[src/rtl/uart_tx_frame.sv]
// UART transmitter: start bit, DATA_WIDTH data bits LSB first, optional parity, one stop bit.
// Each bit lasts max(prescale, 1) clocks; all inputs are captured when a frame is accepted.
module uart_tx_frame #(
  parameter int DATA_WIDTH = 8,
  parameter int PRESCALE_W = 6
) (
  input  logic                  clk,
  input  logic                  rst,
  input  logic [DATA_WIDTH-1:0] p_data,
  input  logic                  data_valid,
  input  logic                  par_en,
  input  logic                  par_typ,
  input  logic [PRESCALE_W-1:0] prescale,
  output logic                  tx_out,
  output logic                  busy
);

  localparam logic [2:0] S_IDLE   = 3'd0;
  localparam logic [2:0] S_START  = 3'd1;
  localparam logic [2:0] S_DATA   = 3'd2;
  localparam logic [2:0] S_PARITY = 3'd3;
  localparam logic [2:0] S_STOP   = 3'd4;

  localparam int              BIT_W    = $clog2(DATA_WIDTH);
  localparam logic [BIT_W-1:0] LAST_BIT = BIT_W'(DATA_WIDTH - 1);

  logic [2:0]            state_q,   state_d;
  logic [BIT_W-1:0]      bit_q,     bit_d;
  logic [PRESCALE_W-1:0] cnt_q,     cnt_d;
  logic [PRESCALE_W-1:0] reload_q,  reload_d;
  logic [DATA_WIDTH-1:0] shift_q,   shift_d;
  logic                  par_en_q,  par_en_d;
  logic                  par_bit_q, par_bit_d;
  logic                  tx_q,      tx_d;
  logic                  busy_q,    busy_d;

  logic cnt_done;
  assign cnt_done = (cnt_q == '0);

  always_comb begin
    // NOTE: every next-state signal gets a default here so no path through the case infers a latch.
    state_d   = state_q;
    bit_d     = bit_q;
    cnt_d     = cnt_q;
    reload_d  = reload_q;
    shift_d   = shift_q;
    par_en_d  = par_en_q;
    par_bit_d = par_bit_q;
    tx_d      = tx_q;
    busy_d    = busy_q;

    case (state_q)
      S_IDLE: begin
        tx_d   = 1'b1;
        busy_d = 1'b0;
        if (data_valid) begin
          // The parity bit is fixed at capture, so later input changes cannot reach it.
          shift_d   = p_data;
          par_en_d  = par_en;
          par_bit_d = (^p_data) ^ par_typ;
          reload_d  = (prescale == '0) ? '0 : prescale - 1'b1;
          cnt_d     = (prescale == '0) ? '0 : prescale - 1'b1;
          bit_d     = '0;
          state_d   = S_START;
          tx_d      = 1'b0;
          busy_d    = 1'b1;
        end
      end

      S_START: begin
        if (cnt_done) begin
          state_d = S_DATA;
          tx_d    = shift_q[0];
          shift_d = shift_q >> 1;
          bit_d   = '0;
          cnt_d   = reload_q;
        end else begin
          cnt_d = cnt_q - 1'b1;
        end
      end

      S_DATA: begin
        if (cnt_done) begin
          cnt_d = reload_q;
          if (bit_q == LAST_BIT) begin
            if (par_en_q) begin
              state_d = S_PARITY;
              tx_d    = par_bit_q;
            end else begin
              state_d = S_STOP;
              tx_d    = 1'b1;
            end
          end else begin
            bit_d   = bit_q + 1'b1;
            tx_d    = shift_q[0];
            shift_d = shift_q >> 1;
          end
        end else begin
          cnt_d = cnt_q - 1'b1;
        end
      end

      S_PARITY: begin
        if (cnt_done) begin
          state_d = S_STOP;
          tx_d    = 1'b1;
          cnt_d   = reload_q;
        end else begin
          cnt_d = cnt_q - 1'b1;
        end
      end

      S_STOP: begin
        if (cnt_done) begin
          state_d = S_IDLE;
          tx_d    = 1'b1;
          busy_d  = 1'b0;
        end else begin
          cnt_d = cnt_q - 1'b1;
        end
      end

      default: begin
        state_d = S_IDLE;
        tx_d    = 1'b1;
        busy_d  = 1'b0;
      end
    endcase
  end

  always_ff @(posedge clk) begin
    // NOTE: non-blocking assignments keep every register sampling the pre-edge value of the others.
    if (rst) begin
      state_q   <= S_IDLE;
      bit_q     <= '0;
      cnt_q     <= '0;
      reload_q  <= '0;
      shift_q   <= '0;
      par_en_q  <= 1'b0;
      par_bit_q <= 1'b0;
      tx_q      <= 1'b1;
      busy_q    <= 1'b0;
    end else begin
      state_q   <= state_d;
      bit_q     <= bit_d;
      cnt_q     <= cnt_d;
      reload_q  <= reload_d;
      shift_q   <= shift_d;
      par_en_q  <= par_en_d;
      par_bit_q <= par_bit_d;
      tx_q      <= tx_d;
      busy_q    <= busy_d;
    end
  end

  assign tx_out = tx_q;
  assign busy   = busy_q;

endmodule

[config.mk]
export PLATFORM = sky130hd
export DESIGN_NAME = uart_tx_frame
export DESIGN_NICKNAME = d
export VERILOG_FILES = /design/src/rtl/uart_tx_frame.sv
export SDC_FILE = /design/constraint.sdc
export NUM_CORES = 1
export LEC_CHECK = 0
export CORE_MARGIN = 5
export CORE_UTILIZATION = 45
export CTS_CLUSTER_SIZE = 30
export DETAILED_ROUTE_END_ITERATION = 7
export PLACE_DENSITY = 0.66
export SYNTH_ARGS = -nofsm -noshare
export SYNTH_HDL_FRONTEND = slang
export SYNTH_SLANG_ARGS = --single-unit
[constraint.sdc]
create_clock -name clk -period 2.7 [get_ports clk]
set_clock_uncertainty 0.15 [all_clocks]
set_input_delay 0.54 -clock clk [delete_from_list [all_inputs] [get_ports clk]]
set_output_delay 0.54 -clock clk [all_outputs]
set_load 0.01 [all_outputs]
==> impl_metrics.py <==
metrics = {
    "placement": {
        "port_buffers": 20,
        "placed_cell_area_um2": 2066,
        "gp_congestion": 0.8173,
        "pre_cts_ws_ns": 0.1306,
        "post-dp-hpwl_mm": 3.072,
    },
    "drt": {
        "vias": 1679,
        "vias_per_cell": 5.615,
        "wl_per_cell_um": 14.31,
        "initialDrtViolationCount": 70,
        "dr.pass1.iters": 4,
        "drcViolationCount": 0,
        "ant_nets": 0,
        "wirelength_mm": 4.278,
    },
    "synth": {
        "syn_inst": 225,
        "synth_edf_count": 0,
        "netlist.area_leader.share_pct": 33.40,
        "ys_seq_area_share_pct": 33.40,
        "synth_mux_area_share_pct": 1.253,
        "async_flop_share_pct": 0,
        "synth_common_cells": "dfxtp_1, nand2_1, nor2_1, a21oi_1, o21ai_0",
        "synth.area.top_cells": "dfxtp_1, nand2_1, a21oi_1",
        "yosys_warnings": 0,
        "synth-xor-area-share_pct": 5.150,
        "synth_top_area_cell": "dfxtp_1",
        "ys_ff_latch": 30,
        "synth_area_per_cell_um2": 7.991,
        "synth_area_um2": 1798,
        "yosysMostFrequentCell": "dfxtp_1",
        "synth-simple-area-share_pct": 23.03,
        "synth_top_family_by_area": "compound AO/OA/AOI/OAI gates",
        "synthFlopType": "dfxtp_1",
        "synth_cell_types": 50,
        "synth_compound_area_share_pct": 28.60,
        "syn_nets": 248,
        "synthAdderAreaFrac_pct": 2.784,
    },
    "die": {
        "die_h_um": 73.21,
        "die_w_um": 73.21,
        "dieArea_um2": 5360,
        "start_util_pct": 45.60,
        "ioPinCount": 21,
        "core-area_um2": 3943,
        "row_count": 23,
    },
    "sta": {
        "worst_pin_slew_ns": 0.5554,
        "rsz0062_at_grt": "no",
        "report.final.slew_viol_count": 0,
        "setup_tns_ns": 0,
        "timing.final.crit_share_pct": 85.12,
        "min_period_ns": 2.298,
        "max_freq_mhz": 435.1,
        "setup-violations-final": 0,
        "setup_slack_ns": 0.4018,
        "finalHoldViolCount": 0,
        "slew_headroom_pct": 62.97,
    },
    "status": {
        "status": "finished clean",
    },
    "setup_path": {
        "arrival_ns": 2.31,
        "timing.rr.start": "cnt_q[0]$_SDFFE_PP0P_",
        "startpoint": "prescale[2]",
        "end_kind": "register",
        "critical_path_required_ns": 2.72,
        "crit_type": "input port to register",
        "cp-start-kind": "input port",
        "crit_path_max_fanout": 4,
    },
    "global_route": {
        "track_usage_pct": 18.03,
        "antenna_found_initial": 0,
        "grt_pass1_wl_mm": 7.452,
        "grt_remaining_overflow": 0,
        "grt_pass1_vias": 1582,
        "grt_max_degree": 17,
    },
    "clock_network": {
        "postCtsSetupRepairBufs": 0,
        "clkTransAtPathRegs_ns": 0.06,
        "clk_path_buf_depth": 2,
        "cts_tree": "built",
        "root_buffer": "clkbuf_8",
        "cts-hold-fix-buffers": 0,
        "cts_buffers": 5,
        "cts_resized": 0,
        "htree_levels": 2,
        "clk_latency_ns": 0.29,
        "cts_num_sinks": 30,
    },
    "cells_and_area": {
        "syn2layout_area_growth_pct": 19.97,
        "num_antenna_cells": 0,
        "drive_gt1_share_pct": 10.44,
        "stdcell_area_um2": 2157,
        "fin_nets": 271,
    },
    "pwr": {
        "ir_drop_mv": 0.4141,
        "p_leak_nw": 0.8407,
        "powerDensity_nw_per_um2": 674.1,
    },
    "hold_path": {
        "worstHoldStart": "reload_q[1]$_SDFFE_PP0P_",
        "hold_class": "register to register",
    },
    "flow_run": {
        "max_cap_violations": 0,
    },
}
==> power by group <==
group          internal, W  switching (W)  leakage (nW)
clock             0.000205       0.000173        0.0482
combinational     0.000229       0.000267         0.545
sequential        0.000509      0.0000713         0.247
==> state kept, by name (all words and copies together) (netlist names) <==
name	count
bit_q	3
busy	1
cnt_q	6
par_bit_q	1
par_en_q	1
reload_q	6
shift_q	8
state_q	3
tx_out	1
==> cells by family after synthesis <==
kind of cell | count (synthesis)
multiplexers | 2
flip-flops | 30
AND/OR/NAND/NOR | 83
XOR/XNOR | 9
adder cells (fa/ha/maj) | 4
buffers and inverters | 23
AO/OA/AOI/OAI | 74
==> through the flow <==
stage,hold slack [ns],total power [W],instances,util (%)
after global routing,0.3401,0.001563,299,54.71
after detailed placement,0.2968,0.001078,291,52.40
after CTS,0.3082,0.001460,299,54.71
after global placement,0.2923,0.001078,291,52.40
after floorplan,0.2767,0.0009446,225,-
final,0.3063,0.001454,299,54.71
==> layout make-up <==
cell class / instances / area, um^2
inverters: 9 / 33.78
clock buffers: 7 / 86.33
fillers: 383 / 1785
flip-flops and latches: 30 / 600.6
well taps: 50 / 62.56
repair buffers: 30 / 275.3
clock inverters: 1 / 5.005
multi-input cells: 172 / 1094
==> layer usage <==
| layer | share of wire (%) | track usage [%] |
|---|---|---|
| met3 | 6.5 | 5.923 |
| met5 | 0 | 0 |
| met1 | 47 | 22.93 |
| met2 | 44 | 28.30 |
| met4 | 1.5 | 6.557 |
==> critical path, stage by stage <==
cell,delay (ns)
clkdlybuf4s50_1,0.46
or3_1,0.40
nor3_1,0.17
mux2_2,0.37
a221oi_1,0.29
nor3_1,0.09
==> cell usage in the layout (no fill, tap or decap), types with 2 or more instances in the layout <==
cell type        instances
xnor2_1                  7
buf_4                   10
or3_1                    2
mux2_2                   2
nor3_1                   7
and2_1                   2
clkbuf_8                 6
nor3b_1                  3
a21oi_1                 18
a22o_1                   3
a311oi_1                 6
nand3b_1                 4
o21ai_0                 17
dfxtp_1                 30
inv_1                    9
clkdlybuf4s50_1         20
o22ai_1                  4
a211oi_1                 4
o21a_1                   2
ha_1                     4
nand2_1                 28
nor2_1                  24
nor2b_1                  3
a311oi_2                 2
o211ai_1                 5
o31ai_1                  2
==> final timing paths <==
kind                                                  to  slack [ns]  cells after the start
worst max-delay path               cnt_q[5]$_SDFFE_PP0P_        0.40                      6
worst min-delay path            reload_q[1]$_SDFFE_PP0P_        0.31                      2
worst max register to register   shift_q[4]$_SDFFE_PP0P_        0.43                      8
worst min register to register  reload_q[1]$_SDFFE_PP0P_        0.31                      2
Note: power is estimated with default switching activity, not from simulation.
==> patch 1 (same settings) <==
Take the reset off `shift_q` and load it in a clocked block of its own.
--- a/src/rtl/uart_tx_frame.sv
+++ b/src/rtl/uart_tx_frame.sv
@@ -136,5 +136,4 @@
       cnt_q     <= '0;
       reload_q  <= '0;
-      shift_q   <= '0;
       par_en_q  <= 1'b0;
       par_bit_q <= 1'b0;
@@ -146,5 +145,4 @@
       cnt_q     <= cnt_d;
       reload_q  <= reload_d;
-      shift_q   <= shift_d;
       par_en_q  <= par_en_d;
       par_bit_q <= par_bit_d;
@@ -154,4 +152,8 @@
   end
 
+  always_ff @(posedge clk) begin
+    shift_q <= shift_d;
+  end
+
   assign tx_out = tx_q;
   assign busy   = busy_q;
Function: same outputs for any inputs over 10 cycles, from zero or initial values and one cycle with rst high; that may be too few to reach the edited logic, so the function may still have changed.
==> patch 1 against the unedited design <==
- count of clock-buffer cells in the layout shrank 1
- sequential power grew 5.9%
- maximum frequency shrank 4.5%
- setup slack lost 110 ps
- wire length shrank 5.0%
- design area grew 2.7%
- sequential cell count is the same
- synthesized area grew 5.4%
- total power grew 3.6%
- largest cell class unchanged
==> patch 1: results (changes against the unedited design) <==
leakage power summed over all cells: 0.814 nW (-3.1%)
syn_area_per_cell: 8.90 um2 (+11%)
Worst Hold End: reload_q[2]
met3 global-route usage: 4.14% (-1.8 points)
largest net degree at the start of global routing: 25 (+8)
maximum ir drop on the vdd rail: 0.000384 V (-7.2%)
number of enable flip-flop cells after synthesis: 8 (+8)
Layout fillers: 400 (+4.4%)
synth top area cells: sky130_fd_sc_hd__dfxtp_1 (23%), sky130_fd_sc_hd__edfxtp_1 (13%), sky130_fd_sc_hd__nor2_1 (5.3%)
Reg2Reg Setup Slack: 290 ps (-140 ps)
Worst Hold Slack: 324 ps (+17.9 ps)
via count normalized by instance count: 5.48 (-2.5%)
Critical R2R Launch: cnt_q[0]
wire length of the first global-routing pass: 6910 um (-7.3%)
clock tree root driver cell: sky130_fd_sc_hd__clkbuf_8
number of antenna violations at the first check in global routing: 0 (unchanged)
launch point of the worst hold path: reload_q[2]
via count: 1,577 (-6.1%)
relative slew slack: 42.7% (-20 points)
GR met1 Demand/Resource: 22.7% (-0.21 points)
Main synth FF type: sky130_fd_sc_hd__dfxtp_1
proportion of synthesized chip area in sequential cells: 35.9% (+2.5 points)
clock transition at the registers of the reported paths: 60 ps (about the same)
worst r2r path cells: 8 (unchanged)
outcome: complete, no violations
half-perimeter wire length after detailed placement: 3140 um (+2.3%)
post-detailed-route wirelength per cell: 14.1 um (-1.3%)
number of distinct standard cells referenced by the synthesized netlist: 57 (+14%)
total number of nets in the final design: 260 (-4.1%)
registers with the most flip-flops: shift_q (8), cnt_q (6), reload_q (6)
yosys synthesis warning count: 0 (unchanged)
DP Cell Count: 280 (-3.8%)
Total Routing Usage GR: 16.4% (-1.6 points)
async set or reset register ratio after synthesis: 0% (unchanged)
number of nets in the synthesized netlist: 236 (-4.8%)
vias in the first global route: 1,485 (-6.1%)
worst-path maximum fanout: 8 (+4)
CTS-repair resized insts: 0 (unchanged)
routability cong.: 0.856 (+4.7%)
share of final-layout standard cells stronger than drive strength 1: 14.3% (+3.8 points)
maximum number of buffers from clock root to sink: 2 (unchanged)
number of buffers added for setup after CTS: 0 (unchanged)
end of the worst register-to-register path: shift_q[1]
later-pin clock latency in the skew report: 280 ps
top post-synthesis cells by count: sky130_fd_sc_hd__nor2_1 (27), sky130_fd_sc_hd__dfxtp_1 (22), sky130_fd_sc_hd__nand2_1 (15), sky130_fd_sc_hd__o21ai_0 (15), sky130_fd_sc_hd__inv_1 (14)
met2 Use GR: 24.5% (-3.8 points)
Worst Path Arrival: 2250 ps (-60 ps)
Iter 0 DRT Violations: 84 (+20%)
TritonCTS Buffers: 5 (unchanged)
==> patch 1: cell count changes in the layout (fill, tap and decap cells not counted), moves of 5 or more <==
cell                       delta
sky130_fd_sc_hd__mux2i_1      +6
sky130_fd_sc_hd__mux2_2       +5
sky130_fd_sc_hd__inv_1        +5
sky130_fd_sc_hd__nand2_1     -13
sky130_fd_sc_hd__dfxtp_1      -8
sky130_fd_sc_hd__a21oi_1      -7
sky130_fd_sc_hd__edfxtp_1     +8
==> patch 1: cell type report <==
class	instances	area, um2	area share [%]
inverters	14	52.6	2.37
repair buffers	27	253	11.4
multi-input cells	159	1090	49.0
clock buffers	6	72.6	3.27
well taps	50	62.6	2.82
flip-flops and latches	30	681	30.7
clock inverters	2	8.76	0.395
==> patch 1: cell families after synthesis <==
logic type / synth area share (%)
buf+inv: 6.80
compound gates: 23.0
flops: 35.9
fa+ha+maj: 2.64
mux: 7.33
simple gates: 19.0
xor+xnor: 5.35
==> patch 1: how the worst max path moves through the flow <==
stage / startpoint / slack [ps] / cells after the start / to
after detailed placement: prescale[0] / 120 / 6 / cnt_q[5]
after floorplan: cnt_q[0] / 190 / 8 / shift_q[0]
final: cnt_q[0] / 290 / 8 / shift_q[1]
after global placement: prescale[0] / 130 / 6 / cnt_q[5]
after CTS: cnt_q[0] / 290 / 8 / shift_q[4]
after global routing: cnt_q[0] / 160 / 8 / shift_q[1]
==> patch 1: critical path: stages, from the launching register on <==
cell                      delay, ps
sky130_fd_sc_hd__dfxtp_1        340
sky130_fd_sc_hd__inv_1           70
sky130_fd_sc_hd__ha_1           230
sky130_fd_sc_hd__or4b_4         540
sky130_fd_sc_hd__nor4b_1        270
sky130_fd_sc_hd__o21ba_2        200
sky130_fd_sc_hd__nor2_1          40
sky130_fd_sc_hd__nor2_1          90
sky130_fd_sc_hd__buf_4          190
==> patch 1: report_power, final <==
part / leakage, nW / internal (mW) / switching (mW)
Sequential: 0.258 / 0.549 / 0.0649
Combinational: 0.514 / 0.267 / 0.287
Clock: 0.0426 / 0.177 / 0.161
Total: 0.814 / 0.993 / 0.513
==> patch 1: metal layers <==
metal	routed length, um	up-vias
met2	1750	25
met3	151	9
met5	0	-
met1	2090	728
li1	-	815
met4	81	0
==> patch 1: through the flow <==
| stage | setup slack [ps] | util [%] | cell area (um2) |
|---|---|---|---|
| 2_1_floorplan | 189 | - | 1900 |
| 3_3_place_gp | 133 | 53.0 | 2130 |
| 3_5_place_dp | 121 | 53.0 | 2130 |
| 4_1_cts | 291 | 55.0 | 2220 |
| 5_1_grt | 158 | 55.0 | 2220 |
| 6_report | 294 | 55.0 | 2220 |
==> patch 2 (same flow settings) <==
Made on the original files. Change the parameter `DATA_WIDTH` from 8 to 16.
--- a/src/rtl/uart_tx_frame.sv
+++ b/src/rtl/uart_tx_frame.sv
@@ -2,5 +2,5 @@
 // Each bit lasts max(prescale, 1) clocks; all inputs are captured when a frame is accepted.
 module uart_tx_frame #(
-  parameter int DATA_WIDTH = 8,
+  parameter int DATA_WIDTH = 16,
   parameter int PRESCALE_W = 6
 ) (
Interface: changed (resized p_data); port bits go from 21 to 29. The function was not compared with the original's and may differ.
==> patch 2 against the unedited design <==
- final cell count is 30% higher
- hold slack better by 13 ps
- non-clock buffer count is 15 higher
- clock power is 4% higher
- setup slack worse by 280 ps
- synthesized area is 36% higher
- sequential cell count is 9 higher
- combinational power is 72% higher
- sequential share of layout area is 1.5 points lower
- register-to-register slack worse by 80 ps
- total power is 39% higher
- design area is 37% higher
- wire length is 30% higher
- largest cell class unchanged
- largest power group is now combinational cells
- highest routed layer unchanged
==> patch 2: results (changes against the unedited design) <==
outcome: complete, no violations
Layout fillers: 472 (+23%)
path category of the worst min-delay check: flip-flop to flip-flop
end of the worst register-to-register path: shift_q[1]
worst r2r path cells: 6 (-2)
vias in the first global route: 1,992 (+26%)
leakage power summed over all cells: 1.08 nW (+28%)
cell count after synthesis: 284 (+26%)
number of antenna violations at the first check in global routing: 0 (unchanged)
Iter 0 DRT Violations: 146 (+110%)
Least-Margin Pin Slew: 543 ps (-12.6 ps)
worst-path maximum fanout: 3 (-1)
post-synthesis compound-gate area fraction: 25.1% (-3.5 points)
maximum ir drop on the vdd rail: 0.000452 V (+9.1%)
post-synthesis cell type with the largest combined area: sky130_fd_sc_hd__dfxtp_1
clock transition at the registers of the reported paths: 80 ps (+20 ps)
half-perimeter wire length after detailed placement: 4050 um (+32%)
synth top area cells: sky130_fd_sc_hd__dfxtp_1 (32%), sky130_fd_sc_hd__a211oi_2 (7.2%), sky130_fd_sc_hd__mux2i_1 (7.0%)
post-synthesis adder-cell area fraction: 2.56% (-0.22 points)
final-layout clock-cell area share: 2.87% (-1.4 points)
registers with the most flip-flops: shift_q (16), cnt_q (6), reload_q (6)
total cell area at the placement stage: 2870 um2 (+39%)
number of clock buffer instances in the layout: 6 (-1)
Reg2Reg Setup Slack: 350 ps (-80 ps)
area share of xor/xnor cells in the synthesized design: 7.38% (+2.2 points)
DP Cell Count: 380 (+31%)
layout buffer count excluding clock buffers: 45 (+50%)
non-clock inverter count in the final layout: 7 (-2)
ANT cells: 0 (unchanged)
floorplan die width: 83.7 um (+14%)
Critical R2R Launch: cnt_q[4]
proportion of synthesized chip area in sequential cells: 32.0% (-1.4 points)
Total Routing Usage GR: 16.3% (-1.8 points)
Layout non-clock buf frac: 14.6% (+1.8 points)
Power Dens Cells: 679 nW/um2 (+0.77%)
total number of nets in the final design: 349 (+29%)
total number of sequential cells: 39 (+30%)
routability cong.: 0.909 (+11%)
clock tree root driver cell: sky130_fd_sc_hd__clkbuf_8
TritonCTS Buffers: 5 (unchanged)
non-filler cells in the finished layout: 388 (+30%)
via count: 2,175 (+30%)
initial cell density of the core: 47.2% (+1.6 points)
later-pin clock latency in the skew report: 290 ps (about the same)
yosys synthesis warning count: 0 (unchanged)
area of combinational cells with multiple inputs: 1550 um2 (+42%)
routed wire length: 5570 um (+30%)
number of nets in the synthesized netlist: 316 (+27%)
number of I/O port buffers: 28 (+40%)
share of final-layout standard cells stronger than drive strength 1: 16.4% (+5.9 points)
largest net degree at the start of global routing: 34 (+17)
wire length of the first global-routing pass: 9520 um (+28%)
area occupied by registers: 781 um2 (+30%)
end point of the critical path: cnt_q[2]
share of synthesized area spent on multiplexers: 7.89% (+6.6 points)
number of multi-input combinational cells: 219 (+27%)
top post-synthesis cells by count: sky130_fd_sc_hd__dfxtp_1 (39), sky130_fd_sc_hd__nor2_1 (37), sky130_fd_sc_hd__a21oi_1 (20), sky130_fd_sc_hd__mux2i_1 (17)
start point of the critical path: prescale[1]
number of distinct standard cells referenced by the synthesized netlist: 51 (+2.0%)
H-tree levels: 2 (unchanged)
-- patch 2: worst max-delay path: stages --
cell and delay (ps):
sky130_fd_sc_hd__clkdlybuf4s50_1 420, sky130_fd_sc_hd__inv_1 90, sky130_fd_sc_hd__ha_1 170, sky130_fd_sc_hd__or4b_2 640
sky130_fd_sc_hd__a21oi_2 190, sky130_fd_sc_hd__o21ba_2 170, sky130_fd_sc_hd__nor4_1 260, sky130_fd_sc_hd__o21ai_0 120
-- patch 2: report_power, final --
part | total, mW | switching, mW | internal [mW]
combinational | 0.852 | 0.450 | 0.401
clock | 0.394 | 0.213 | 0.181
sequential | 0.769 | 0.0888 | 0.681
total | 2.01 | 0.752 | 1.26
-- patch 2: timing repair --
action,in CTS,in global routing
endpoints found under the setup margin,0,1
gates resized for setup,0,2
buffers inserted,0,0
-- patch 2: routing by layer --
layer / up-vias / track usage, % / part of all wire [%]
met2: 53 / 23.6 / 44
met4: 0 / 4.53 / 1.1
met3: 6 / 3.46 / 5.3
met5: - / 0 / 0
li1: 1111 / - / -
met1: 1005 / 24.1 / 50
-- patch 2: how the worst min path moves through the flow --
stage,slack (ps),startpoint,end,depth (start not counted)
after floorplan,280,reload_q[3],reload_q[3],2
after global placement,310,reload_q[0],reload_q[0],2
after detailed placement,310,shift_q[15],shift_q[15],2
after CTS,320,shift_q[15],shift_q[15],2
after global routing,350,shift_q[15],shift_q[15],2
final,320,shift_q[15],shift_q[15],2
-- patch 2: stage by stage --
| stage | setup WS, ps | TNS, ps |
|---|---|---|
| detailed placement | -189 | -505 |
| global route | 2.70 | 0 |
| CTS | 111 | 0 |
| floorplan | 295 | 0 |
| global placement | -134 | -341 |
| finish | 117 | 0 |
